## src/rtl/lsu_ctrl.sv

```systemverilog
// Load/store control stage: decodes EXU memory ops, checks alignment,
// sequences one Memory access with wait states and holds the result for WBU.
module lsu_ctrl #(
    parameter int XLEN    = 32,
    parameter int LATENCY = 1
) (
    input  logic            clk,
    input  logic            rst,
    input  logic            in_valid,
    output logic            in_ready,
    input  logic [XLEN-1:0] in_addr,
    input  logic [XLEN-1:0] in_wdata,
    input  logic [2:0]      in_funct3,
    input  logic            in_is_load,
    input  logic            in_is_store,
    input  logic [4:0]      in_rd,
    input  logic            in_reg_wen,
    output logic [XLEN-1:0] mem_addr,
    output logic [XLEN-1:0] mem_data,
    output logic            mem_rd_en,
    output logic            mem_wr_en,
    output logic [31:0]     mem_len,
    output logic            mem_load_unsign,
    input  logic [XLEN-1:0] mem_rdata,
    output logic            out_valid,
    input  logic            out_ready,
    output logic [XLEN-1:0] out_result,
    output logic [4:0]      out_rd,
    output logic            out_reg_wen,
    output logic            out_misalign,
    output logic            out_illegal
);

    typedef enum logic [1:0] {
        IDLE,
        ACCESS,
        RESP
    } state_t;

    localparam int CW = (LATENCY > 1) ? $clog2(LATENCY) : 1;
    localparam logic [CW-1:0] CNT_INIT = CW'(LATENCY - 1);

    state_t          state;
    state_t          state_nx;
    logic [CW-1:0]   cnt;
    logic [CW-1:0]   cnt_nx;

    logic [XLEN-1:0] op_addr;
    logic [XLEN-1:0] op_wdata;
    logic [2:0]      op_len;
    logic            op_uns;
    logic            op_load;
    logic            op_store;

    logic [2:0]      dec_len;
    logic            dec_uns;
    logic            dec_legal;
    logic            is_mem;
    logic            illegal;
    logic            misalign;
    logic            fault;
    logic            go_mem;
    logic            accept;
    logic            last;
    logic            in_access;

    always_comb begin
        dec_len   = 3'd0;
        dec_uns   = 1'b0;
        dec_legal = 1'b0;
        unique case (in_funct3)
            3'b000: begin
                dec_len   = 3'd1;
                dec_legal = 1'b1;
            end
            3'b001: begin
                dec_len   = 3'd2;
                dec_legal = 1'b1;
            end
            3'b010: begin
                dec_len   = 3'd4;
                dec_legal = 1'b1;
            end
            3'b100: begin
                dec_len   = 3'd1;
                dec_uns   = 1'b1;
                dec_legal = in_is_load;
            end
            3'b101: begin
                dec_len   = 3'd2;
                dec_uns   = 1'b1;
                dec_legal = in_is_load;
            end
            default: ;
        endcase
    end

    assign is_mem    = in_is_load | in_is_store;
    assign illegal   = is_mem & ~dec_legal;
    // Illegal encodings never report misalign, whatever the address.
    assign misalign  = is_mem & dec_legal &
                       (((dec_len == 3'd2) & in_addr[0]) |
                        ((dec_len == 3'd4) & (|in_addr[1:0])));
    assign fault     = illegal | misalign;
    assign go_mem    = is_mem & ~fault;
    assign accept    = in_valid & (state == IDLE);
    assign last      = (cnt == '0);
    assign in_access = (state == ACCESS);

    always_comb begin
        state_nx = state;
        cnt_nx   = cnt;
        unique case (state)
            IDLE: begin
                if (accept) begin
                    state_nx = go_mem ? ACCESS : RESP;
                    if (go_mem) cnt_nx = CNT_INIT;
                end
            end
            ACCESS: begin
                if (last) state_nx = RESP;
                else      cnt_nx   = cnt - CW'(1);
            end
            RESP: begin
                if (out_ready) state_nx = IDLE;
            end
            default: state_nx = IDLE;
        endcase
    end

    always_ff @(posedge clk or posedge rst) begin
        if (rst) begin
            state <= IDLE;
            cnt   <= '0;
        end else begin
            state <= state_nx;
            cnt   <= cnt_nx;
        end
    end

    always_ff @(posedge clk or posedge rst) begin
        if (rst) begin
            op_addr      <= '0;
            op_wdata     <= '0;
            op_len       <= '0;
            op_uns       <= 1'b0;
            op_load      <= 1'b0;
            op_store     <= 1'b0;
            out_result   <= '0;
            out_rd       <= '0;
            out_reg_wen  <= 1'b0;
            out_misalign <= 1'b0;
            out_illegal  <= 1'b0;
        end else if (accept) begin
            op_addr      <= in_addr;
            op_wdata     <= in_wdata;
            op_len       <= dec_len;
            op_uns       <= dec_uns;
            op_load      <= in_is_load & go_mem;
            op_store     <= in_is_store & go_mem;
            out_result   <= in_addr;
            out_rd       <= in_rd;
            out_reg_wen  <= in_reg_wen & ~fault;
            out_misalign <= misalign;
            out_illegal  <= illegal;
        end else if (in_access && last && op_load) begin
            out_result   <= mem_rdata;
        end
    end

    // Memory sees a quiet bus except while the access is in flight.
    assign mem_addr        = in_access ? op_addr : '0;
    assign mem_data        = in_access ? op_wdata : '0;
    assign mem_len         = in_access ? 32'(op_len) : 32'd0;
    assign mem_load_unsign = in_access & op_uns;
    assign mem_rd_en       = in_access & op_load;
    assign mem_wr_en       = in_access & op_store & last;

    assign in_ready  = (state == IDLE);
    assign out_valid = (state == RESP);

endmodule

```

## config.mk

```make
export PLATFORM = sky130hd
export DESIGN_NAME = lsu_ctrl
export DESIGN_NICKNAME = d
export VERILOG_FILES = /design/src/rtl/lsu_ctrl.sv
export SDC_FILE = /design/constraint.sdc
export NUM_CORES = 1
export LEC_CHECK = 0
export CORE_MARGIN = 3
export CORE_UTILIZATION = 37
export CTS_CLUSTER_SIZE = 30
export DETAILED_ROUTE_END_ITERATION = 10
export PLACE_DENSITY = 0.77
export SETUP_SLACK_MARGIN = 0.4
export SYNTH_ARGS = -nofsm -noshare
export SYNTH_HDL_FRONTEND = slang
export SYNTH_SLANG_ARGS = --single-unit
```

## constraint.sdc

```tcl
create_clock -name clk -period 3.5 [get_ports clk]
set_input_delay 0.7 -clock clk [delete_from_list [all_inputs] [get_ports clk]]
set_output_delay 0.7 -clock clk [all_outputs]
set_load 0.05 [all_outputs]
```

==> summary.md, run 1 <==
The tools report the total global-route track usage as 18.00%. The worst setup path is launched from a register. Counting the fill cells in the layout gives 1263. Derived from the worst setup path, the maximum achievable clock frequency is 333.1 MHz.

The number of failing hold endpoints at the final stage came out at 0. Path type of the worst setup path: reg -> out. The routed wire length per instance was 14.60 um; the wire length after detailed routing was 14.44 mm. The run gives 37.97% as the initial core utilization. The endpoint class of the critical path is a primary output.

The post-CTS setup buffer count was 0. The analysis attributes to cell leakage a power of 3.847 nW. The critical path goes through and2b_2 > and2_1 > clkdlybuf4s50_1. The clock passes through at most 2 buffers.

For the pin with the worst max-slew slack, the measured transition is 0.9218 ns. The share of post-route cells with drive strength above 1 works out to 4.203%. Synthesis inferred 112 register bits. Setup repair after global routing could not meet its margin everywhere. In this run, synthesis inferred 0 flip-flops with an integrated enable.

The HPWL reported at the end of detailed placement is 10.23 mm, and the clock sink count is 112. The register clock-pin slew on the reported worst setup and hold paths is 0.07 ns, and the count of final setup violators is 0. In the finished design, the share of the clock period the worst path needs comes to 85.79%. Once detail routing completed, the nets flagged for antenna violations numbered 0. For the final database, setup skew stands at 0.004703 ns. In this run the standard cell core region covers 0.01393 sq mm. Excluding fillers, the count of instances in the completed layout stands at 989.

For this run, the slowest stage of the critical path takes 0.81 ns. For this run, the register share of the synthesized area comes to 52.97%. In the routed design, unresolved DRC markers number 0.

The number of warnings printed during yosys synthesis was 0; the area share of the largest cell type after synthesis was 52.97%. For the worst hold slack, the log shows 0.4658 ns. The tightest min-delay check is of the reg -> reg type. After synthesis, the netlist uses 29 different library cells. The critical path data arrival time was 2.30 ns. The areal power density over the cells works out to 659.2 mW/mm^2.

For this run, the detailed router's first-pass iteration total came to 4. The pin count of the biggest net entering global routing was 63; the total congestion overflow was 0. The tools report the global-route wire length before repair as 23.04 mm. The cell with the biggest individual delay on the critical path was clkdlybuf4s50_1. The run gives 4356 as the via count of the first global-routing pass. OpenSTA, run right after detailed placement, puts the worst setup slack at 0.3514 ns.

The worst pin sits at a relative slew slack of 38.33%. The average cell area after synthesis works out to 8.863 sq um. Flip-flop cell with the highest count after synthesis: dfrtp_1. TritonCTS built the clock tree. The detailed router finished its first iteration with 216 violations. Area added between synthesis and finish: 48.36%. VDD sags by at most 0.4837 mV. The final worst slack is 0.4975 ns. Yosys attributes the largest share of cell area to dfrtp_1, nand2_1, and2_1.

Measured along the x axis, the die boundary spans 125.6 um. The die covers 0.01577 sq mm. Number of instances in the synthesized netlist: 597.

At the end of routability-driven placement, the weighted congestion stood at 0.7725. For this run, the post-layout net count is 915. Of all cell types, the one taking the most synthesized area is dfrtp_1.

Of all flip-flops after synthesis, the portion carrying an async set or reset was 100.0%. The clock reaches the later pin of the worst-skew pair after 0.34 ns. The routed layout has 4454 vias.

The run gives 0 ns as the accumulated negative setup slack. In the routed layout, each cell is associated on average with a via count of 4.504. The cell sitting at the root of the clock tree is a clkbuf_16. The max-slew violation count came out at 0. The number of port buffers works out to 222. The H-tree was split into 3 levels.

The number of antenna violations at the first check in global routing is 0, and the count of pins on the block boundary is 252. STA puts the critical path data required time at 2.80 ns. Counting the buffers created by CTS gives 9. Along the worst path, the maximum fanout reaches 20. After floorplanning, the core was divided into 43 placement rows. The max-capacitance violation count came out at 0. The count of placed standard cells including taps is 972, and the post-synthesis instance area is 0.005291 sq mm. Number of diodes: 0.

From bottom edge to top edge, the die measures 125.6 um. The run finished with clean final reports. The worst path in the final design needs a cycle of 3.003 ns, including I/O delays and setup.
-- path summary, 6_finish.rpt --
kind                                           from                        to  slack (ns)  cells after the start
max in group asynchronous                       rst   op_addr[26]$_DFFE_PP0P_        1.90                      3
hold reg to reg            op_wdata[31]$_DFFE_PP0P_  op_wdata[31]$_DFFE_PP0P_        0.47                      2
hold / removal             op_wdata[31]$_DFFE_PP0P_  op_wdata[31]$_DFFE_PP0P_        0.47                      2
setup reg to reg               state[0]$_DFFE_PP0P_   op_addr[23]$_DFFE_PP0P_        1.57                      5
setup / recovery               state[1]$_DFFE_PP0P_              mem_addr[28]        0.50                      3
min in group asynchronous                       rst      state[0]$_DFFE_PP0P_        0.82                      2
-- report_power, final --
group | total, mW | switching (mW) | internal, mW
registers | 1.96 | 0.228 | 1.73
clock network | 1.06 | 0.461 | 0.596
logic | 2.16 | 1.42 | 0.735
total | 5.17 | 2.11 | 3.06
-- sequential cells by signal (all words and copies together), names as in the netlist --
name          count
op_addr          32
op_wdata         32
out_result       32
out_rd            5
op_len            3
state             2
op_load           1
op_store          1
op_uns            1
out_illegal       1
out_misalign      1
out_reg_wen       1
-- layout by cell type (no fill, tap or decap), drive strengths merged, types with 3 or more instances in the layout --
cell           count
nand2            256
clkdlybuf4s50    190
dfrtp            112
and2              71
o21ai             35
mux2i             33
dlygate4sd2       30
conb              29
clkbuf            12
buf               10
nand3b             3
nor2               3
-- cell usage after synthesis (all sizes together), types with 2 or more instances --
| cell type | instances |
|---|---|
| nand2 | 256 |
| nand3b | 3 |
| buf | 51 |
| and2 | 71 |
| nor2b | 2 |
| o21ai | 35 |
| o31ai | 2 |
| dfrtp | 112 |
| mux2i | 33 |
| clkbuf | 14 |
| a221o | 2 |
| nor2 | 3 |
| inv | 2 |
-- worst max-delay path, delay by kind of cell, from the launching register on --
kind	cells	cell delay, ns
simple gates	2	0.71
buf+inv	1	0.81
flops	1	0.44
-- kinds of logic after synthesis --
group | after synthesis | share of synthesized area (%)
other cells | 1 | 0.07087
mux | 33 | 6.243
compound gates | 43 | 4.682
buf+inv | 67 | 7.638
simple gates | 341 | 28.40
flops | 112 | 52.97
-- repair_timing --
action	4_1_cts	5_1_grt
resized for setup	33	3
hold buffers	0	0
gates cloned	0	1
setup endpoints to repair	70	68
endpoints found under the hold margin	0	0
-- routing by layer --
layer  GRT usage [%]  share of wire [%]
met1           23.93                 44
met2           28.73                 48
met3           4.784                6.5
met4           5.931                1.9
met5               0                  0
-- metrics by stage --
| step | utilization, % | power, mW | instance area, sq um |
|---|---|---|---|
| 2_1_floorplan | - | 3.405 | 5400 |
| 3_3_place_gp | 54.32 | 4.125 | 7570 |
| 3_5_place_dp | 54.32 | 4.163 | 7570 |
| 4_1_cts | 56.25 | 5.229 | 7839 |
| 5_1_grt | 56.33 | 5.479 | 7850 |
| 6_report | 56.33 | 5.175 | 7850 |
-- final cells by class --
| cell class | instances | area, sq um | share of cell area [%] |
|---|---|---|---|
| inverter | 2 | 11.26 | 0.1434 |
| tap | 180 | 225.2 | 2.869 |
| timing repair buffer | 232 | 2297 | 29.26 |
| clock buffer | 12 | 256.5 | 3.267 |
| clock inverter | 4 | 51.30 | 0.6535 |
| sequential | 112 | 2803 | 35.70 |
| multi-input combinational | 447 | 2206 | 28.10 |
Power figures use the tool's default switching activity.
==> run 2, diff against run 1 <==
--- a/config.mk
+++ b/config.mk
@@ -9,7 +9,7 @@
 export CORE_UTILIZATION = 37
 export CTS_CLUSTER_SIZE = 30
 export DETAILED_ROUTE_END_ITERATION = 10
-export PLACE_DENSITY = 0.77
+export PLACE_DENSITY_LB_ADDON = 0.25
 export SETUP_SLACK_MARGIN = 0.4
 export SYNTH_ARGS = -nofsm -noshare
 export SYNTH_HDL_FRONTEND = slang
==> constraint.sdc (replaced) <==
create_clock -name clk -period 2.4 [get_ports clk]
set_input_delay 0.48 -clock clk [delete_from_list [all_inputs] [get_ports clk]]
set_output_delay 0.48 -clock clk [all_outputs]
set_load 0.05 [all_outputs]
==> summary.md, run 2 (synthesis results as in run 1) <==
The flow ran to the end, and the final reports show no timing, DRC or antenna violations. The tree is rooted in a clkbuf_16. TritonCTS built the clock tree. For the violation count after the first detailed-route iteration, the log shows 254 (+18%). Number of buffers added by the clock tree synthesis step: 9 (unchanged). The die boundary height works out to 125.6 um (unchanged). The pin slew with the least headroom to its limit works out to 0.6124 ns (-0.3094 ns). The wire length after detailed routing came out at 15.75 mm (+9.1%). The tools report the DRC violation count after routing as 0 (unchanged).

For the number of fill cells in the layout, the log shows 1156 (-8.5%). For the HPWL reported at the end of detailed placement, the log shows 11.12 mm (+8.7%). The number of buffers added to fix hold violations after cts came out at 0 (unchanged). The number of antenna violations at the first check in global routing came out at 0 (unchanged).

Setup repair after global routing could not meet its margin everywhere. The number of levels in the clock H-tree was 3 (unchanged); the combined flip-flop and latch cell area was 0.002803 sq mm (unchanged). Of the available clock period, the critical path in the final layout requires 87.74%.

The area of the die was 0.01577 sq mm (unchanged). The routed wire length per instance is 15.70 um (+7.5%), and the clock sink count is 112 (unchanged). The smallest clock period supported by the final layout is computed as 2.106 ns.

The overall die width was 125.6 um (unchanged). The tools report the max-capacitance violation count as 0 (unchanged). The worst setup path is launched from a register.

The worst hold path begins at op_len[2]$_DFFE_PP0P_. For the final worst slack, the log shows 0.2942 ns (-0.2033 ns). The via density per instance came out at 4.675 (+3.8%). The initial core utilization was 37.97% (unchanged); the fmax was 474.9 MHz. The count of cells along the worst hold path came out at 2 (unchanged). Post-detailed-route count of antenna-violating nets: 0 (unchanged). The endpoint identified for the worst register-to-register timing path is out_result[23]$_DFFE_PP0P_. The tools report the number of nets in the layout as 929 (+1.5%). The final weighted congestion in routability-driven placement is 0.7729 (about the same), and the buffer depth of the longest clock path is 2 (unchanged).

The critical path is of the reg -> out type. The number of port buffers was 222 (unchanged); the standard cell core area was 0.01393 sq mm (unchanged). The run gives 1.92 ns (-0.88 ns) as the critical path data required time. The worst-case register-to-register setup slack is 0.66 ns (-0.91 ns).

For the critical path data arrival time, the log shows 1.63 ns (-0.67 ns). The tools report the clock insertion delay at the later pin of the skew report as 0.35 ns (about the same). The commonest non-fill, non-tap cell in the layout is nand2_1.

The maximum vdd drop was 0.4765 mV (-1.5%); the number of failing hold endpoints at the final stage was 0 (unchanged). The count of pins on the block boundary is 252 (unchanged), and the total number of vias is 4689 (+5.3%). The largest registers in the layout are op_addr x32, op_wdata x32, out_result x32. The tools report the number of iterations in the first detailed-routing pass as 4 (unchanged). Compared with the post-synthesis result, the final layout area differs by 69.66%.

The leakage power of the design was 4.377 nW (+14%). For the clock skew, the log shows 0.004922 ns (+0.0002183 ns). The path type of the worst min-delay path is reg -> reg. Register clock-pin slew on the reported worst setup and hold paths: 0.07 ns (about the same).

The total congestion overflow came out at 0 (unchanged). The share of post-route cells with drive strength above 1 is 22.72% (+19 points). The via count of the first global-routing pass came out at 4814 (+11%). The areal power density over the cells is 866.8 mW/mm^2 (+31%). For hold timing, the worst endpoint is op_len[2]$_DFFE_PP0P_. The run gives 59.17% (+21 points) as the relative slew slack.

The library cells used most frequently in the layout, excluding fill and tap cells, are nand2_1, dfrtp_1, clkdlybuf4s50_1. The area of combinational cells with multiple inputs was 0.002367 sq mm (+7.3%); the top fanout value on the critical path was 11 (-45%). The max-slew violation count was 0 (unchanged). The startpoint of the worst-slack reg-to-reg timing path was state[1]$_DFFE_PP0P_. The run gives 0 (unchanged) as the count of final setup violators. The global-route wire length before repair is 24.93 mm (+8.2%), and the number of diodes is 0 (unchanged). The total global-route track usage was 19.74% (+1.7 points); the setup slack at placement was 0.1804 ns (-0.1711 ns). The worst reg-to-reg path cell count was 6 (+1). Site row count: 43 (unchanged).

Accumulated negative setup slack: 0 ns (unchanged). STA classifies the critical path endpoint as a primary output. The pin count of the biggest net entering global routing was 67 (+6.3%).
## run 2: cell types whose count changed in the layout (fill, tap and decap cells not counted), sizes merged
cell / delta
and2b: -1
clkinv: +1
clkdlybuf4s50: -80
clkdlybuf4s18: +1
bufinv: +1
inv: -1
dlygate4sd2: +7
clkdlybuf4s15: -2
dlymetal6s2s: +3
clkinvlp: +1
buf: +84
## run 2: worst max-delay path by stage
stage                         start                     end  cells after the start
2_1_floorplan                   rst  op_addr[0]$_DFFE_PP0P_                      1
3_3_place_gp           in_funct3[1]    state[1]$_DFFE_PP0P_                      5
3_5_place_dp           in_funct3[1]    state[1]$_DFFE_PP0P_                      5
4_1_cts        state[1]$_DFFE_PP0P_            mem_addr[16]                      5
5_1_grt        state[1]$_DFFE_PP0P_              mem_len[2]                      5
6_report       state[1]$_DFFE_PP0P_            mem_addr[17]                      5
## run 2: metal layers
layer	global-route usage [%]	vias to the layer above	share of wire, %
li1	-	2253	-
met2	34.71	163	51
met5	0	-	0
met1	23.61	2251	40
met4	7.015	0	2.2
met3	4.656	22	6.9
## run 2: repair_timing
item                                    4_1_cts  5_1_grt
pin swaps                                     0        4
gates cloned                                  2        2
endpoints found under the setup margin      109       75
buffers inserted                              7        2
gates resized for setup                     104       15
## run 2: layout make-up
class | instances | share of cell area (%)
Inverter | 2 | 0.1254
Timing Repair Buffer | 247 | 36.08
Clock buffer | 10 | 2.662
Tap cell | 180 | 2.509
Clock inverter | 6 | 1.031
Multi-Input combinational cell | 446 | 26.37
Sequential cell | 112 | 31.22
## run 2: where the power goes
part	internal, mW	total [mW]	leakage (nW)	switching [mW]
Clock	0.948	1.66	0.155	0.709
Combinational	1.12	3.26	2.83	2.14
Sequential	2.53	2.86	1.39	0.336
## run 2: per-stage QoR
stage	utilization [%]	hold slack [ns]	total power, mW	cells	cell area [sq um]
after floorplan	-	0.4304	4.966	625	5400
after global placement	59.85	0.4438	6.136	974	8341
after detailed placement	59.85	0.4541	6.235	974	8341
after CTS	63.91	0.4736	7.840	999	8906
after global routing	64.42	0.5013	8.218	1003	8977
final	64.42	0.4712	7.781	1003	8977
## run 2: critical path, cell delays in order, from the launching register on
cell and delay (ns):
dfrtp_1 0.38, and2b_4 0.29, buf_12 0.12, buf_12 0.14
and2_1 0.19, buf_12 0.15
